`config.mk`:
```
export PLATFORM = sky130hd
export DESIGN_NAME = signal_order_gen
export DESIGN_NICKNAME = d
export VERILOG_FILES = /design/src/rtl/signal_order_gen.sv
export SDC_FILE = /design/constraint.sdc
export NUM_CORES = 1
export LEC_CHECK = 0
export CAP_MARGIN = 15
export CORE_ASPECT_RATIO = 1.25
export CORE_MARGIN = 2
export CORE_UTILIZATION = 40
export CTS_BUF_LIST = sky130_fd_sc_hd__clkbuf_4 sky130_fd_sc_hd__clkbuf_8 sky130_fd_sc_hd__clkbuf_16
export DETAILED_ROUTE_END_ITERATION = 7
export PLACE_DENSITY = 0.59
export RECOVER_POWER = 25
export SETUP_SLACK_MARGIN = 0.05
export SYNTH_ARGS = -nofsm -noshare
export SYNTH_HDL_FRONTEND = slang
export SYNTH_SLANG_ARGS = --single-unit
export TNS_END_PERCENT = 5
```
`constraint.sdc`:
```
create_clock -name clk -period 6.4 [get_ports clk]
set_clock_uncertainty 0.2 [all_clocks]
set_input_delay 1.28 -clock clk [delete_from_list [all_inputs] [get_ports clk]]
set_output_delay 1.28 -clock clk [all_outputs]
set_load 0.01 [all_outputs]
```
`src/rtl/signal_order_gen.sv`:
```
// Turns confirmed BUY/SELL samples from an RSI comparator pair into
// ready/valid orders, with a net position limit and a post-order cooldown.
module signal_order_gen #(
  parameter int         CONFIRM   = 2,
  parameter int         COOLDOWN  = 16,
  parameter logic [7:0] ORDER_QTY = 8'd1,
  parameter int         MAX_POS   = 4
) (
  input  logic       clk,
  input  logic       rst,
  input  logic       sig_valid,
  input  logic       sig1,
  input  logic       sig2,
  output logic       ord_valid,
  input  logic       ord_ready,
  output logic       ord_side,
  output logic [7:0] ord_qty,
  output logic [7:0] position,
  output logic [7:0] drop_cnt,
  output logic       busy
);

  typedef enum logic [1:0] {ST_IDLE, ST_CONFIRM, ST_ISSUE, ST_COOLDOWN} state_t;

  localparam logic [3:0]        CONF_W = CONFIRM[3:0];
  localparam logic [7:0]        COOL_W = COOLDOWN[7:0];
  localparam logic signed [9:0] MAX_S  = 10'(MAX_POS);
  localparam logic signed [9:0] QTY_S  = $signed({2'b00, ORDER_QTY});

  state_t     state_q;
  logic [3:0] cnt_q;
  logic [7:0] timer_q;
  logic       cand_q;
  logic       ord_valid_q;
  logic       ord_side_q;
  logic [7:0] ord_qty_q;
  logic [7:0] position_q;
  logic [7:0] drop_cnt_q;
  logic       busy_q;

  // sig1 low means a trade sample; sig2 then selects buy (1) or sell (0).
  logic              is_trade;
  logic              confirm_hit;
  logic              limit_ok;
  logic signed [9:0] pos_ext;

  assign is_trade = ~sig1;
  assign pos_ext  = {{2{position_q[7]}}, position_q};
  assign limit_ok = sig2 ? ((pos_ext + QTY_S) <= MAX_S)
                         : ((pos_ext - QTY_S) >= -MAX_S);

  // The sample's side equals cand_q whenever a confirmation completes in ST_CONFIRM.
  assign confirm_hit = sig_valid && is_trade &&
                       (((state_q == ST_IDLE) && (CONFIRM == 1)) ||
                        ((state_q == ST_CONFIRM) && (sig2 == cand_q) &&
                         ((cnt_q + 4'd1) == CONF_W)));

  always_ff @(posedge clk) begin
    if (rst) begin
      state_q     <= ST_IDLE;
      cnt_q       <= '0;
      timer_q     <= '0;
      cand_q      <= 1'b0;
      ord_valid_q <= 1'b0;
      ord_side_q  <= 1'b0;
      ord_qty_q   <= '0;
      position_q  <= '0;
      drop_cnt_q  <= '0;
      busy_q      <= 1'b0;
    end else begin
      case (state_q)
        ST_IDLE, ST_CONFIRM: begin
          if (confirm_hit) begin
            cnt_q <= '0;
            if (limit_ok) begin
              state_q     <= ST_ISSUE;
              ord_valid_q <= 1'b1;
              ord_side_q  <= sig2;
              ord_qty_q   <= ORDER_QTY;
              busy_q      <= 1'b1;
            end else begin
              state_q    <= ST_IDLE;
              drop_cnt_q <= drop_cnt_q + 8'd1;
            end
          end else if (sig_valid) begin
            if (!is_trade) begin
              state_q <= ST_IDLE;
              cnt_q   <= '0;
            end else if ((state_q == ST_IDLE) || (sig2 != cand_q)) begin
              cand_q  <= sig2;
              cnt_q   <= 4'd1;
              state_q <= ST_CONFIRM;
            end else begin
              cnt_q <= cnt_q + 4'd1;
            end
          end
        end
        ST_ISSUE: begin
          if (ord_ready) begin
            ord_valid_q <= 1'b0;
            ord_qty_q   <= '0;
            position_q  <= ord_side_q ? (position_q + ORDER_QTY)
                                      : (position_q - ORDER_QTY);
            if (COOLDOWN == 0) begin
              state_q <= ST_IDLE;
              busy_q  <= 1'b0;
            end else begin
              state_q <= ST_COOLDOWN;
              timer_q <= COOL_W;
            end
          end
        end
        ST_COOLDOWN: begin
          timer_q <= timer_q - 8'd1;
          if (timer_q == 8'd1) begin
            state_q <= ST_IDLE;
            busy_q  <= 1'b0;
          end
        end
        default: state_q <= ST_IDLE;
      endcase
    end
  end

  assign ord_valid = ord_valid_q;
  assign ord_side  = ord_side_q;
  assign ord_qty   = ord_qty_q;
  assign position  = position_q;
  assign drop_cnt  = drop_cnt_q;
  assign busy      = busy_q;

endmodule

```
After elaboration in Yosys (flattened, before gate mapping)
Cells that the tools add are included.
{"block": "word_totals", "input_bits": 6, "out_inout_bits": 27, "ff_bits": 42, "wordCells": 81}
{"block": "classes", "reduce_logical": 20, "n_eq_ne": 13, "n_addsub": 7, "n_mux": 26, "n_bitwise": 3, "magnitude_cmp": 2}
{"op": "$mux 8", "count": 5}
{"op": "$pmux 8 s2", "count": 2}
{"op": "$add 8x1->8 const B", "count": 2}
{"op": "$mux 4", "count": 4}
{"op": "$sub 8x1->8 const B", "count": 2}
{"op": "$mux 2", "count": 7}
{"op": "$reduce_and 4->1", "count": 3}
{"op": "$add 8x2->9 const B", "count": 1}
{"op": "$ge 9x3->1 const B", "count": 1}
{"op": "$le 9x4->1 const B", "count": 1}
{"op": "$sub 8x2->9 const B", "count": 1}
{"op": "$eq 8x1->1 const B", "count": 1}
{"op": "$ne 2x2->1 const B", "count": 4}
{"op": "$reduce_bool 2->1", "count": 4}
{"op": "$pmux 2 s3", "count": 1}
{"op": "$reduce_and 2->1", "count": 3}
{"op": "$reduce_and 3->1", "count": 2}
{"op": "$mux 1", "count": 5}
{"op": "$reduce_and 5->1", "count": 1}
{"op": "$add 4x1->4 const B", "count": 1}
{"op": "$eq 2x2->1 const B", "count": 2}
{"op": "$eq 4x2->1 const B", "count": 1}
{"op": "$logic_and 1x1->1", "count": 4}
{"op": "$ne 4x4->1 const B", "count": 1}
{"op": "other kinds (9)", "count": 12}

Depth between registers and ports, before layout
Gate-level depths: netlist of run 1.
{"block": "logic_depth", "ltp_word": 7, "mapped_depth": 8, "ltp_nobuf": 7}

Worst setup path before layout of run 1
OpenSTA, ideal clock, no wires.
{"block": "synth_timing", "path_type": "in2reg", "from": "input sig2", "to": "register drop_cnt_q[7] (netlist: drop_cnt[7])", "arrival_ns": 2.782, "t_required_ns": 6.079, "n_path_buf": 1, "slack_ns": 3.298, "stages": 6, "cell_sequence": "xnor2_1 nand4_1 or4_1 buf_2 nor4_1 mux2_2"}
{"block": "synth_between", "elab_chain_len": 5}
{"element": "from (decl)", "line": "13", "rtl": "input logic sig2,"}
{"element": "$eq 1x1->1", "line": "55", "rtl": "((state_q == ST_CONFIRM) && (sig2 == cand_q) &&"}
{"element": "$logic_and 1x1->1 (2 in series)", "line": "55"}
{"element": "$logic_and 1x1->1", "line": "53", "rtl": "assign confirm_hit = sig_valid && is_trade &&"}
{"element": "$reduce_and 3->1 (no line) (*)"}
{"element": "to (signal assigned)", "line": "83", "rtl": "drop_cnt_q <= drop_cnt_q + 8'd1;"}
{"element": "to (decl)", "line": "38", "rtl": "logic [7:0] drop_cnt_q;"}
Every way passes the cells marked *; elsewhere a longest branch is shown, timed or not.
A chain may end at the register's enable or synchronous reset.

Worst setup path in the final report of run 1
Same ends and word-level chain as after synthesis.

==> results.cfg, run 1 <==
[die]
rows = 29
die_w_um = 67.9
die_h_um = 83.9
coreArea_um2 = 5010
start_util_pct = 40.8
die-area_um2 = 5700
pin_count = 33

[finish]
area_delta_synth_final_pct = 17.6
layout_commonest_cell = dfxtp_1
nNetsFinal = 287
drive_gt1_share_pct = 6.69
final_cell_mix = 34 x dfxtp_1, 22 x nand2_1, 21 x a21oi_1, 21 x nor2_1, 21 x clkdlybuf4s50_1
diodes = 0

[placement]
hpwl_um = 3060
gp_congestion = 0.744
post-place-ws_ps = 2390
port_buffers = 25

[sta]
finalSetupTns_ps = 0
post-route-min-period_ps = 3760
fmax_mhz = 266
finalCritPeriodShare_pct = 58.7
finalHoldViolations = 0
slew_viol_final = 40
setup_ws_ps = 2640
tightestPinTransition_ps = 1700
rsz0062_at_grt = false
setup_viol = 0
maxSlewHeadroom_pct = -13.1

[critical_path]
r2r_start = cnt_q[2]$_SDFFE_PP0P_
critPathCaptureType = flip-flop
rr_endpoint = drop_cnt[7]$_SDFFE_PP0P_
cp-start-kind = input pin
critPathRequiredTime_ps = 6370
critPathMaxFanout = 16
r2r_slack_ps = 3830
critical_path_class = input pin to flip-flop
critical_path_arrival_ps = 3730
reg2regPathDepth = 5

[clocking]
numClockSinks = 34
ctsHoldBuffers = 0
root_buffer = clkbuf_8
clkTransAtPathRegs_ps = 70
cts_made_buffers = 5
ctsHtreeMaxLevel = 2
clock_latency_ps = 280
cts_tree = done
clockBufferDepth = 2
cts_resized = 0
post_cts_buffers = 0

[logic_synthesis]
synth_top_area_share_pct = 33.3
syn-instance-count = 250
seq_area_frac_synth_pct = 33.3
avgSynthCellArea_um2 = 8.17
synth_edf_count = 0
synth_cell_types = 51
yosys_warnings = 0
dominantRegCellSynth = dfxtp_1
async_flop_share_pct = 0
yosys.area.top_type = dfxtp_1
synth_area_leaders = dfxtp_1 33%, ha_1 6.7%, a21oi_1 5.1%, nand2_1 4.0%, nor2_1 3.9%
synthesis.area_um2 = 2040
synth_seq_cells = 34

[run]
maxCapViolations = 1

[power]
ir_drop_mv = 0.151
p_per_area_nw_per_um2 = 182
leakage_uw = 0.000876

[global_route]
grt_first_pass_wirelength_um = 7400
antenna_found_initial = 0
grt_remaining_overflow = 0
grt_util_all_layers_pct = 16.6
grt_max_degree = 40
first_global_vias = 1663

[status]
outcome = finished with violations
failed_checks = max-capacitance violations, max-slew violations

[worst_hold_path]
min_to = busy$_SDFFE_PP0P_
whs_path_depth = 2
hp-class = flip-flop to flip-flop
hp-start = busy$_SDFFE_PP0P_

[detailed_routing]
viasPerCell = 5.45
drt_first_pass_iters = 4
wire_per_inst_um = 13.1
initialDrtViolationCount = 82
ant_nets = 0
vias = 1803
wl_um = 4330
drc_errors = 0
per-layer routing:
metal | part of all wire, % | track usage [%]
met2 | 49 | 26.9
met3 | 3.4 | 3.64
met1 | 46 | 21.4
met5 | 0 | 0
met4 | 1.1 | 5.45
logic make-up (layout without fill, tap and decap cells):
group,Yosys count,after routing,synth area share [%]
adders and majority gates,12,12,7.72
DFF,34,34,33.3
buffers and inverters,33,46,7.66
muxes,6,6,3.19
other,1,7,0.184
AOI/OAI and AO/OA,58,58,18.6
and+or+nand+nor,97,97,25.5
xor gates and xnor gates,9,9,3.86
where the power goes:
part	internal (µW)	switching (µW)
sequential	213	2.22
clock	125	76.0
combinational	8.58	13.9
worst max-delay path by stage:
stage               from                       end  cells past startpoint
floorplan           sig2  drop_cnt[7]$_SDFFE_PP0P_                      6
CTS                 sig2  drop_cnt[7]$_SDFFE_PP0P_                      6
detailed placement  sig2  drop_cnt[7]$_SDFFE_PP0P_                      6
global placement    sig2  drop_cnt[7]$_SDFFE_PP0P_                      6
finish              sig2  drop_cnt[7]$_SDFFE_PP0P_                      6
global route         rst  drop_cnt[4]$_SDFFE_PP0P_                      5
cell type report:
type | instances | area (µm²)
timing repair buffer | 26 | 254
inverter | 13 | 48.8
fill | 499 | 2610
multi-input combinational | 189 | 1230
sequential | 34 | 681
clock buffer | 6 | 82.6
clock inverter | 1 | 30.0
tap | 62 | 77.6
synth_stat cells (all sizes together) (4+ instances only):
library cell and count:
o311ai 4, ha 11, inv 13, xnor2 6, nor2 21, a21oi 21
nand2b 4, nand4 8, nand3 8, dfxtp 34, buf 13, o21ai 8
or2 5, mux2 4, nand2 22, or4 5, clkbuf 7, nor3 5
critical path, cell delays in order:
cell	delay (ps)
clkdlybuf4s50_1	510
xnor2_1	390
nand4_1	130
or4_1	670
nor4_1	380
mux2_2	360
state kept, by name, indices dropped and copies added (netlist names):
signal,flops
position,8
cand_q,1
busy,1
drop_cnt,8
timer_q,8
ord_side,1
state_q,2
ord_qty,1
cnt_q,4
metrics by stage:
step	area (µm²)	cells	utilization [%]	power, µW	hold WS, ps
5_1_grt	2400	331	48.0	456	298
6_report	2400	331	48.0	438	264
3_5_place_dp	2290	324	45.8	243	255
4_1_cts	2400	331	48.0	446	270
3_3_place_gp	2290	324	45.8	243	270
2_1_floorplan	2060	256	-	238	268
Power figures use the tool's default switching activity.
==> run 2: changes to the inputs <==
--- a/config.mk
+++ b/config.mk
@@ -11,7 +11,7 @@
 export CORE_UTILIZATION = 40
 export CTS_BUF_LIST = sky130_fd_sc_hd__clkbuf_4 sky130_fd_sc_hd__clkbuf_8 sky130_fd_sc_hd__clkbuf_16
 export DETAILED_ROUTE_END_ITERATION = 7
-export PLACE_DENSITY = 0.59
+export PLACE_DENSITY = 0.61
 export RECOVER_POWER = 25
 export SETUP_SLACK_MARGIN = 0.05
 export SYNTH_ARGS = -nofsm -noshare
==> constraint.sdc (replaced) <==
create_clock -name clk -period 3 [get_ports clk]
set_clock_uncertainty 0.2 [all_clocks]
set_input_delay 0.6 -clock clk [delete_from_list [all_inputs] [get_ports clk]]
set_output_delay 0.6 -clock clk [all_outputs]
set_load 0.01 [all_outputs]
==> run 2 against run 1 <==
The run now ends clean; worst setup slack got worse by 2300 ps; worst hold slack gained 11 ps; global-route usage is 0.79 points higher; total power grew 120%; critical path type unchanged; critical endpoint unchanged; largest cell class unchanged.
==> results.cfg, run 2 (synthesis gave the netlist of run 1 again) <==
[power]
p_switching_uw = 204
leakage_uw = 0.000916
swShare_pct = 21.6
seqPwrFrac_pct = 48.5
p_per_area_nw_per_um2 = 385
ir_drop_mv = 0.358
p_total_uw = 947
p_clk_share_pct = 45.8
p_comb_share_pct = 5.7
p_int_uw = 742

[detailed_routing]
drt_first_pass_iters = 4
route.met3.wl_um = 139
viasPerCell = 5.38
vias = 1823
wl_met1_um = 2130
ant_nets = 0
wl_met2_um = 2130
drc_errors = 0
top_layer = met4
initialDrtViolationCount = 135
wire_per_inst_um = 13.2
wl_um = 4470

[clocking]
cts_tree = done
clockBufferDepth = 2
root_buffer = clkbuf_8
post_cts_buffers = 0
ctsHtreeMaxLevel = 2
cts_resized = 0
numClockSinks = 34
clock_latency_ps = 290
cts_made_buffers = 5
ctsHoldBuffers = 0
clkTransAtPathRegs_ps = 70

[finish]
layout_commonest_cell = dfxtp_1
fin_cells = 339
area_delta_synth_final_pct = 20.3
final_cell_mix = 34 x dfxtp_1, 22 x nand2_1, 21 x a21oi_1, 21 x nor2_1, 19 x clkdlybuf4s50_1
nNetsFinal = 295
diodes = 0
fin_util_pct = 49.1
fill_cells = 522
drive_gt1_share_pct = 9.03

[die]
start_util_pct = 40.8
die_h_um = 83.9
pin_count = 33
die-area_um2 = 5700
coreArea_um2 = 5010
die_w_um = 67.9
rows = 29

[placement]
hpwl_um = 3360
port_buffers = 25
gp_congestion = 0.776
placed_cells = 332

[global_route]
grt_max_degree = 21
grt_first_pass_wirelength_um = 7690
antenna_found_initial = 0
grt_util_all_layers_pct = 17.4
grt_remaining_overflow = 0
first_global_vias = 1684

[critical_path]
critPathMaxFanout = 7
critical_path_class = input pin to flip-flop
critPathCaptureType = flip-flop
critical_path_arrival_ps = 2650
critPathRequiredTime_ps = 2990
cp-start-kind = input pin

[sta]
maxSlewHeadroom_pct = 52.0
post-route-min-period_ps = 2660
finalCritPeriodShare_pct = 88.6
slew_viol_final = 0
tightestPinTransition_ps = 717
rsz0062_at_grt = false
finalHoldViolations = 0
finalSetupTns_ps = 0
setup_viol = 0
fmax_mhz = 376

[worst_hold_path]
hp-class = flip-flop to flip-flop

[run]
maxCapViolations = 0

[status]
outcome = completed
## run 2: metal layers
layer,vias up,global-route usage [%]
met1,845,22.5
met4,0,6.00
met2,26,28.1
met3,5,3.78
met5,-,0
li1,947,-
## run 2: layout make-up
| cell class | count | area (µm²) | share of cell area (%) |
|---|---|---|---|
| Clock buffer | 6 | 82.6 | 3.36 |
| Clock inverter | 1 | 30.0 | 1.22 |
| Inverter | 13 | 48.8 | 1.99 |
| Multi-Input combinational cell | 189 | 1230 | 49.9 |
| Sequential cell | 34 | 681 | 27.7 |
| Tap cell | 62 | 77.6 | 3.16 |
| Timing Repair Buffer | 34 | 310 | 12.6 |
## run 2: final timing paths
path,start,endpoint,slack (ps),depth (start not counted)
max,sig2,drop_cnt[7]$_SDFFE_PP0P_,340,6
min,busy$_SDFFE_PP0P_,busy$_SDFFE_PP0P_,280,2
max reg2reg,ord_side$_SDFFE_PP0P_,position[7]$_SDFFE_PP0P_,600,7
min reg2reg,busy$_SDFFE_PP0P_,busy$_SDFFE_PP0P_,280,2
## run 2: critical path, cell delays in order
cell	delay, ps
clkdlybuf4s50_1	450
xnor2_1	240
nand4_1	110
or4_1	540
nor4_1	330
mux2_2	360
## run 2: power groups by stage
stage	registers [µW]	logic (µW)	clock network, µW
after floorplan	467	40.1	0
after global placement	469	56.0	0
after detailed placement	469	55.6	0
after CTS	459	56.0	442
after global routing	459	60.8	461
final	459	54.1	434
## run 2: metrics by stage
step / setup slack (ps) / hold slack (ps) / cell area (µm²)
after floorplan: 578 / 268 / 2060
after global placement: 38.6 / 267 / 2350
after detailed placement: 36.1 / 269 / 2350
after CTS: 335 / 285 / 2460
after global routing: 210 / 300 / 2460
final: 341 / 275 / 2460
